**config.mk**
```make
export PLATFORM = sky130hd
export DESIGN_NAME = hazard_stall_controller
export DESIGN_NICKNAME = d
export VERILOG_FILES = /design/src/rtl/hazard_pkg.sv /design/src/rtl/load_use_detect.sv /design/src/rtl/hazard_stall_controller.sv
export SDC_FILE = /design/constraint.sdc
export NUM_CORES = 1
export LEC_CHECK = 0
export CAP_MARGIN = 20
export CELL_PAD_IN_SITES_DETAIL_PLACEMENT = 1
export CELL_PAD_IN_SITES_GLOBAL_PLACEMENT = 1
export CORE_MARGIN = 2
export CORE_UTILIZATION = 26
export DETAILED_ROUTE_END_ITERATION = 10
export HOLD_SLACK_MARGIN = 0.06
export PLACE_DENSITY_LB_ADDON = 0.1
export SLEW_MARGIN = 10
export SYNTH_ARGS = -nofsm -noshare
export SYNTH_HDL_FRONTEND = slang
export SYNTH_SLANG_ARGS = --single-unit
```
**constraint.sdc**
```tcl
create_clock -name clk -period 3.2 [get_ports clk]
set_clock_uncertainty 0.15 [all_clocks]
set_input_delay 0.64 -clock clk [delete_from_list [all_inputs] [get_ports clk]]
set_output_delay 0.64 -clock clk [all_outputs]
set_load 0.02 [all_outputs]
```
**src/rtl/hazard_pkg.sv**
```systemverilog
// Shared types and constants for the hazard/stall sequencer and its helpers.
package hazard_pkg;

  localparam int REG_W_DEFAULT = 5;
  localparam logic [4:0] ZERO_REG = 5'd0;

  typedef enum logic {
    RUN      = 1'b0,
    MEM_WAIT = 1'b1
  } hz_state_e;

endpackage

```
**src/rtl/load_use_detect.sv**
```systemverilog
// Combinational load-use comparator: flags an ID instruction that reads the
// destination of a load currently in EX.
module load_use_detect
  import hazard_pkg::*;
#(
  parameter int REG_W = REG_W_DEFAULT
) (
  input  logic [REG_W-1:0] if_id_rs_i,
  input  logic [REG_W-1:0] if_id_rt_i,
  input  logic             if_id_uses_rt_i,
  input  logic             id_ex_mem_read_i,
  input  logic [REG_W-1:0] id_ex_rt_i,
  output logic             load_use_o
);

  logic rs_hit;
  logic rt_hit;

  assign rs_hit = (id_ex_rt_i == if_id_rs_i);
  // Rt only matters for instructions that actually read it (R-type, sw, beq).
  assign rt_hit = if_id_uses_rt_i && (id_ex_rt_i == if_id_rt_i);

  // Register 0 is hard-wired, so a load into it never creates a dependency.
  assign load_use_o = id_ex_mem_read_i
                   && (id_ex_rt_i != REG_W'(ZERO_REG))
                   && (rs_hit || rt_hit);

endmodule

```
**src/rtl/hazard_stall_controller.sv**
```systemverilog
// Stall/flush sequencer for the 5-stage pipeline with a memory-wait FSM.
// Optional performance counters are enabled with `define HAZARD_PERF_CNT_EN.
module hazard_stall_controller
  import hazard_pkg::*;
#(
  parameter int REG_W       = REG_W_DEFAULT,
  parameter int TIMEOUT_W   = 4,
  parameter int MEM_TIMEOUT = 12
) (
  input  logic             clk,
  input  logic             rst,
  input  logic [REG_W-1:0] IF_ID_Rs,
  input  logic [REG_W-1:0] IF_ID_Rt,
  input  logic             IF_ID_UsesRt,
  input  logic             ID_EX_MemRead,
  input  logic [REG_W-1:0] ID_EX_Rt,
  input  logic             Branch_Taken,
  input  logic             Mem_Req,
  input  logic             Mem_Ready,
  output logic             PC_Write,
  output logic             IF_ID_Write,
  output logic             IF_ID_Flush,
  output logic             ID_EX_Write,
  output logic             ID_EX_Flush,
  output logic             EX_MEM_Write,
  output logic             EX_MEM_Flush,
  output logic             MEM_WB_Flush,
  output logic             Mem_Timeout
`ifdef HAZARD_PERF_CNT_EN
  ,
  output logic [31:0]      Stall_Cycles,
  output logic [31:0]      Flush_Count,
  output logic [31:0]      MemWait_Cycles
`endif
);

  localparam logic [TIMEOUT_W-1:0] TIMEOUT_VAL = TIMEOUT_W'(MEM_TIMEOUT);

  hz_state_e            state_q, state_d;
  logic [TIMEOUT_W-1:0] cnt_q, cnt_d;
  logic                 timeout_q, timeout_d;
  logic                 load_use;
  logic                 mem_stall;

  load_use_detect #(
    .REG_W (REG_W)
  ) u_load_use_detect (
    .if_id_rs_i       (IF_ID_Rs),
    .if_id_rt_i       (IF_ID_Rt),
    .if_id_uses_rt_i  (IF_ID_UsesRt),
    .id_ex_mem_read_i (ID_EX_MemRead),
    .id_ex_rt_i       (ID_EX_Rt),
    .load_use_o       (load_use)
  );

  // mem_stall covers the entry cycle in RUN as well as every waiting cycle,
  // so the pipeline never advances past an unfinished access.
  always_comb begin
    state_d   = state_q;
    cnt_d     = cnt_q;
    timeout_d = timeout_q;
    mem_stall = 1'b0;

    if (state_q == RUN) begin
      if (Mem_Req && !Mem_Ready) begin
        state_d   = MEM_WAIT;
        cnt_d     = TIMEOUT_W'(1);
        mem_stall = 1'b1;
      end
    end else begin
      if (Mem_Ready) begin
        state_d = RUN;
        cnt_d   = '0;
      end else if (cnt_q == TIMEOUT_VAL) begin
        state_d   = RUN;
        cnt_d     = '0;
        timeout_d = 1'b1;
      end else begin
        cnt_d     = cnt_q + 1'b1;
        mem_stall = 1'b1;
      end
    end
  end

  always_comb begin
    PC_Write     = 1'b1;
    IF_ID_Write  = 1'b1;
    IF_ID_Flush  = 1'b0;
    ID_EX_Write  = 1'b1;
    ID_EX_Flush  = 1'b0;
    EX_MEM_Write = 1'b1;
    EX_MEM_Flush = 1'b0;
    MEM_WB_Flush = 1'b0;

    if (rst) begin
      PC_Write     = 1'b0;
      IF_ID_Write  = 1'b0;
      ID_EX_Write  = 1'b0;
      EX_MEM_Write = 1'b0;
    end else if (mem_stall) begin
      PC_Write     = 1'b0;
      IF_ID_Write  = 1'b0;
      ID_EX_Write  = 1'b0;
      EX_MEM_Write = 1'b0;
      MEM_WB_Flush = 1'b1;
    end else if (Branch_Taken) begin
      IF_ID_Flush  = 1'b1;
      ID_EX_Flush  = 1'b1;
      EX_MEM_Flush = 1'b1;
    end else if (load_use) begin
      PC_Write     = 1'b0;
      IF_ID_Write  = 1'b0;
      ID_EX_Flush  = 1'b1;
    end
  end

  always_ff @(posedge clk) begin
    if (rst) begin
      state_q   <= RUN;
      cnt_q     <= '0;
      timeout_q <= 1'b0;
    end else begin
      state_q   <= state_d;
      cnt_q     <= cnt_d;
      timeout_q <= timeout_d;
    end
  end

  assign Mem_Timeout = timeout_q;

`ifdef HAZARD_PERF_CNT_EN
  function automatic logic [31:0] sat_inc(input logic [31:0] v);
    return (&v) ? v : v + 32'd1;
  endfunction

  logic        lu_cyc, br_cyc;
  logic [31:0] stall_q, flush_q, memwait_q;

  assign lu_cyc = !mem_stall && !Branch_Taken && load_use;
  assign br_cyc = !mem_stall && Branch_Taken;

  always_ff @(posedge clk) begin
    if (rst) begin
      stall_q   <= '0;
      flush_q   <= '0;
      memwait_q <= '0;
    end else begin
      if (lu_cyc)    stall_q   <= sat_inc(stall_q);
      if (br_cyc)    flush_q   <= sat_inc(flush_q);
      if (mem_stall) memwait_q <= sat_inc(memwait_q);
    end
  end

  assign Stall_Cycles   = stall_q;
  assign Flush_Count    = flush_q;
  assign MemWait_Cycles = memwait_q;
`endif

endmodule

```
==> results.py <==
metrics = {
    "setup_path": {
        "critical_path.max_stage_delay_ns": 0.59,
        "worst-endpoint-required_ns": 2.41,
        "path_class": "in -> out",
        "worst_path_dominant_cell_family": "buffers and inverters",
        "worst_setup_path_start_kind": "input port",
        "worst_setup_path_end_kind": "output pin",
        "crit_fanout": 3,
        "worstPathCellList": "clkdlybuf4s50_1 -> or4_1 -> o211ai_1 -> o21bai_1 -> dlygate4sd2_1",
        "cp.buffers_inverters": 2,
        "crit_path_top_delay_cell": "sky130_fd_sc_hd__or4_1",
        "worst-endpoint-arrival_ns": 2.27,
    },
    "global_routing": {
        "first_global_vias": 566,
        "grt_util_met1": 0.175,
        "busiest_layer": "met2",
        "grt.met3_usage": 0.0830,
        "grt_first_pass_wirelength_um": 2460,
        "antenna_found_initial": 0,
        "grt.overflow.total": 0,
        "grt_use_total": 0.161,
        "grt_start_max_net_pins": 8,
        "grt_use_met2": 0.288,
    },
    "die": {
        "die_x_um": 48.0,
        "std_cell_rows": 15,
        "core_um2": 1760,
        "die_outline_height_um": 48.0,
        "die_area_um2": 2300,
        "floorplan.initialDensity": 0.285,
        "floorplan.io_pins": 31,
    },
    "synthesis": {
        "synth_area_per_cell_um2": 8.11,
        "netlist-cell-type-count": 34,
        "yosys_warnings": 0,
        "synth_fp_nets": 86,
        "synth_area_leader_cell": "sky130_fd_sc_hd__dfxtp_1",
        "yosys_register_bits": 6,
        "synth_top_cell_area_share": 0.239,
        "synth.area.top_cells": "sky130_fd_sc_hd__dfxtp_1 (24%), sky130_fd_sc_hd__xor2_1 (16%), sky130_fd_sc_hd__ha_1 (5.0%)",
        "synthesis.area_um2": 503,
        "synthesis.instances": 62,
        "synth-seq-area-share": 0.239,
    },
    "clocking": {
        "clockRootBuffer": "sky130_fd_sc_hd__clkbuf_4",
        "cts-root-to-sink-buffers": 2,
        "cts_setup_buffers": 0,
        "cts-buffers-inserted": 3,
        "holdBufCountCts": 0,
        "clk_pin_slew_worst_paths_ns": 0.04,
        "clock_tree_from_tritoncts": "yes",
        "clock_tree.htree_level_count": 1,
        "later_pin_clock_latency_in_the_skew_report_ns": 0.24,
        "cts.sink_count": 6,
    },
    "pwr": {
        "p_per_area_nw_per_um2": 261,
        "vdd_drop_max_v": 0.000192,
        "cellLeakagePower_nw": 0.387,
    },
    "final_layout": {
        "fin_cells": 126,
        "final_net_count": 127,
        "n_antenna_cell": 0,
        "fillCellCount": 224,
        "post_route_cells_drive_above_1_share": 0.178,
        "utilization": 0.514,
        "area.growth.synth_to_final_pct": 80.3,
    },
    "drt": {
        "drtAntennaViolNets": 0,
        "dr_total_vias": 577,
        "drtIter0Drc": 3,
        "detail_route.drc_violations": 0,
        "vias_per_cell": 4.58,
        "avgRoutedWirePerCell_um": 12.3,
        "first_pass_iters": 4,
        "detail_route.wirelength_um": 1550,
    },
    "sta": {
        "max_slew_margin": 0.819,
        "finalCritPeriodShare": 0.957,
        "report.final.hold_viol_count": 0,
        "worst_pin_slew_ns": 0.271,
        "setup_viol": 0,
        "period_needed_ns": 3.06,
        "final_critical_path_setup_slack_ns": 0.139,
        "timing.final.max_slew_violations": 0,
        "hold_ws_ns": 0.336,
        "max_clock_freq_mhz": 327,
        "rsz_0062_raised_after_global_routing": "no",
    },
    "run": {
        "max-cap-violations": 0,
    },
    "placed_design": {
        "gp_congestion": 0.782,
        "dp.cells": 123,
        "hpwl_um": 1370,
        "quantity_of_i_o_buffers_inserted_on_ports": 30,
        "post-place-ws_ns": -0.195,
    },
    "outcome": {
        "outcome": "finished clean",
    },
    "hold_path": {
        "min_path_type": "reg -> reg",
    },
}
-- cell usage after synthesis --
cell	number
sky130_fd_sc_hd__a31oi_1	1
sky130_fd_sc_hd__xor2_1	9
sky130_fd_sc_hd__nor3b_1	1
sky130_fd_sc_hd__mux2i_1	1
sky130_fd_sc_hd__ha_1	2
sky130_fd_sc_hd__dfxtp_1	6
sky130_fd_sc_hd__nand2b_1	1
sky130_fd_sc_hd__o21ai_0	2
sky130_fd_sc_hd__or3_1	1
sky130_fd_sc_hd__nor2b_1	1
sky130_fd_sc_hd__o31a_1	1
sky130_fd_sc_hd__a21oi_1	4
sky130_fd_sc_hd__o21bai_1	1
sky130_fd_sc_hd__or4_1	1
sky130_fd_sc_hd__nor2_1	6
sky130_fd_sc_hd__o22a_1	1
sky130_fd_sc_hd__a32oi_1	1
sky130_fd_sc_hd__nand3b_1	1
sky130_fd_sc_hd__a21oi_2	1
sky130_fd_sc_hd__clkbuf_1	1
sky130_fd_sc_hd__and2_1	1
sky130_fd_sc_hd__o21ba_2	1
sky130_fd_sc_hd__nor3_1	2
sky130_fd_sc_hd__and3_1	1
sky130_fd_sc_hd__inv_1	3
sky130_fd_sc_hd__nand3_1	1
sky130_fd_sc_hd__nand2_1	1
sky130_fd_sc_hd__o211ai_1	1
sky130_fd_sc_hd__a22oi_1	1
sky130_fd_sc_hd__o21ai_1	1
sky130_fd_sc_hd__buf_4	3
sky130_fd_sc_hd__xnor2_1	1
sky130_fd_sc_hd__nor4_2	1
sky130_fd_sc_hd__nand4_1	1
-- registers in the layout, indices dropped and copies added, names as in the netlist --
| register | count |
|---|---|
| state_q | 1 |
| cnt_q | 4 |
| Mem_Timeout | 1 |
-- worst paths after layout --
| kind | start | to | cells past startpoint | slack, ns |
|---|---|---|---|---|
| max | ID_EX_Rt[1] | ID_EX_Flush | 5 | 0.14 |
| max reg2reg | cnt_q[0]$_SDFFE_PP0P_ | cnt_q[3]$_SDFFE_PP0P_ | 6 | 1.60 |
| min reg2reg | Mem_Timeout$_SDFFE_PP0P_ | Mem_Timeout$_SDFFE_PP0P_ | 2 | 0.34 |
| min | Mem_Timeout$_SDFFE_PP0P_ | Mem_Timeout$_SDFFE_PP0P_ | 2 | 0.34 |
-- per-layer routing --
metal | part of all wire | vias up
li1 | - | 297
met1 | 0.41 | 264
met2 | 0.53 | 16
met3 | 0.061 | 0
met4 | 0 | 0
met5 | 0 | -
-- cell families (layout without fill, tap and decap cells) --
group                    after synthesis  count (layout)  share of synthesized area
AND/OR/NAND/NOR                       20              20                      0.226
multiplexers                           1               1                     0.0199
AO/OA/AOI/OAI                         16              16                      0.216
adder cells (fa/ha/maj)                2               2                     0.0497
XOR/XNOR                              10              10                      0.174
buffers and inverters                  7              46                     0.0746
flip-flops                             6               6                      0.239
-- power breakdown --
| part | internal [mW] | switching (mW) |
|---|---|---|
| clock network | 0.0422 | 0.0248 |
| registers | 0.0769 | 0.00265 |
| logic | 0.0530 | 0.0374 |
-- placed cells by master, fill, tap and decap left out, drive strengths merged --
cell type / netlist / final
a31oi: 1 / 1
and3: 1 / 1
nand3: 1 / 1
or4: 1 / 1
o31a: 1 / 1
clkdlybuf4s50: 0 / 25
nor3b: 1 / 1
nor3: 2 / 2
nor4: 1 / 1
xnor2: 1 / 1
dlymetal6s2s: 0 / 2
o21ai: 3 / 3
a21oi: 5 / 5
nor2: 6 / 6
o211ai: 1 / 1
and2: 1 / 1
nand3b: 1 / 1
buf: 3 / 10
a32oi: 1 / 1
nor2b: 1 / 1
dlygate4sd2: 0 / 1
o21ba: 1 / 1
o21bai: 1 / 1
or3: 1 / 1
dfxtp: 6 / 6
o22a: 1 / 1
a22oi: 1 / 1
ha: 2 / 2
clkbuf: 1 / 5
mux2i: 1 / 1
inv: 3 / 3
xor2: 9 / 9
nand2b: 1 / 1
nand4: 1 / 1
nand2: 1 / 1
-- repair_timing --
| item | 4_1_cts | 5_1_grt |
|---|---|---|
| resized for setup | 4 | 6 |
| pin swaps | 0 | 2 |
| gates cloned | 0 | 0 |
| endpoints found under the setup margin | 5 | 4 |
-- through the flow --
stage	power (mW)	area, um^2	setup TNS (ns)
after CTS	0.243	910	0
after global routing	0.258	907	0
after global placement	0.171	883	-0.415
final	0.237	907	0
after floorplan	0.118	503	0
after detailed placement	0.174	883	-0.576
-- tightest hold or removal path, cell delays in order, from the launching register on --
cell                      delay [ns]
sky130_fd_sc_hd__dfxtp_1        0.33
sky130_fd_sc_hd__a21oi_1        0.05
sky130_fd_sc_hd__nor2_1         0.07
-- cell type report --
type / count / area, um^2 / share of cell area
well taps: 25 / 31.3 / 0.0345
clock buffers: 3 / 22.5 / 0.0248
inverters: 3 / 11.3 / 0.0124
flip-flops and latches: 6 / 120 / 0.132
repair buffers: 40 / 369 / 0.407
multi-input cells: 49 / 353 / 0.389
Power figures use the tool's default switching activity.
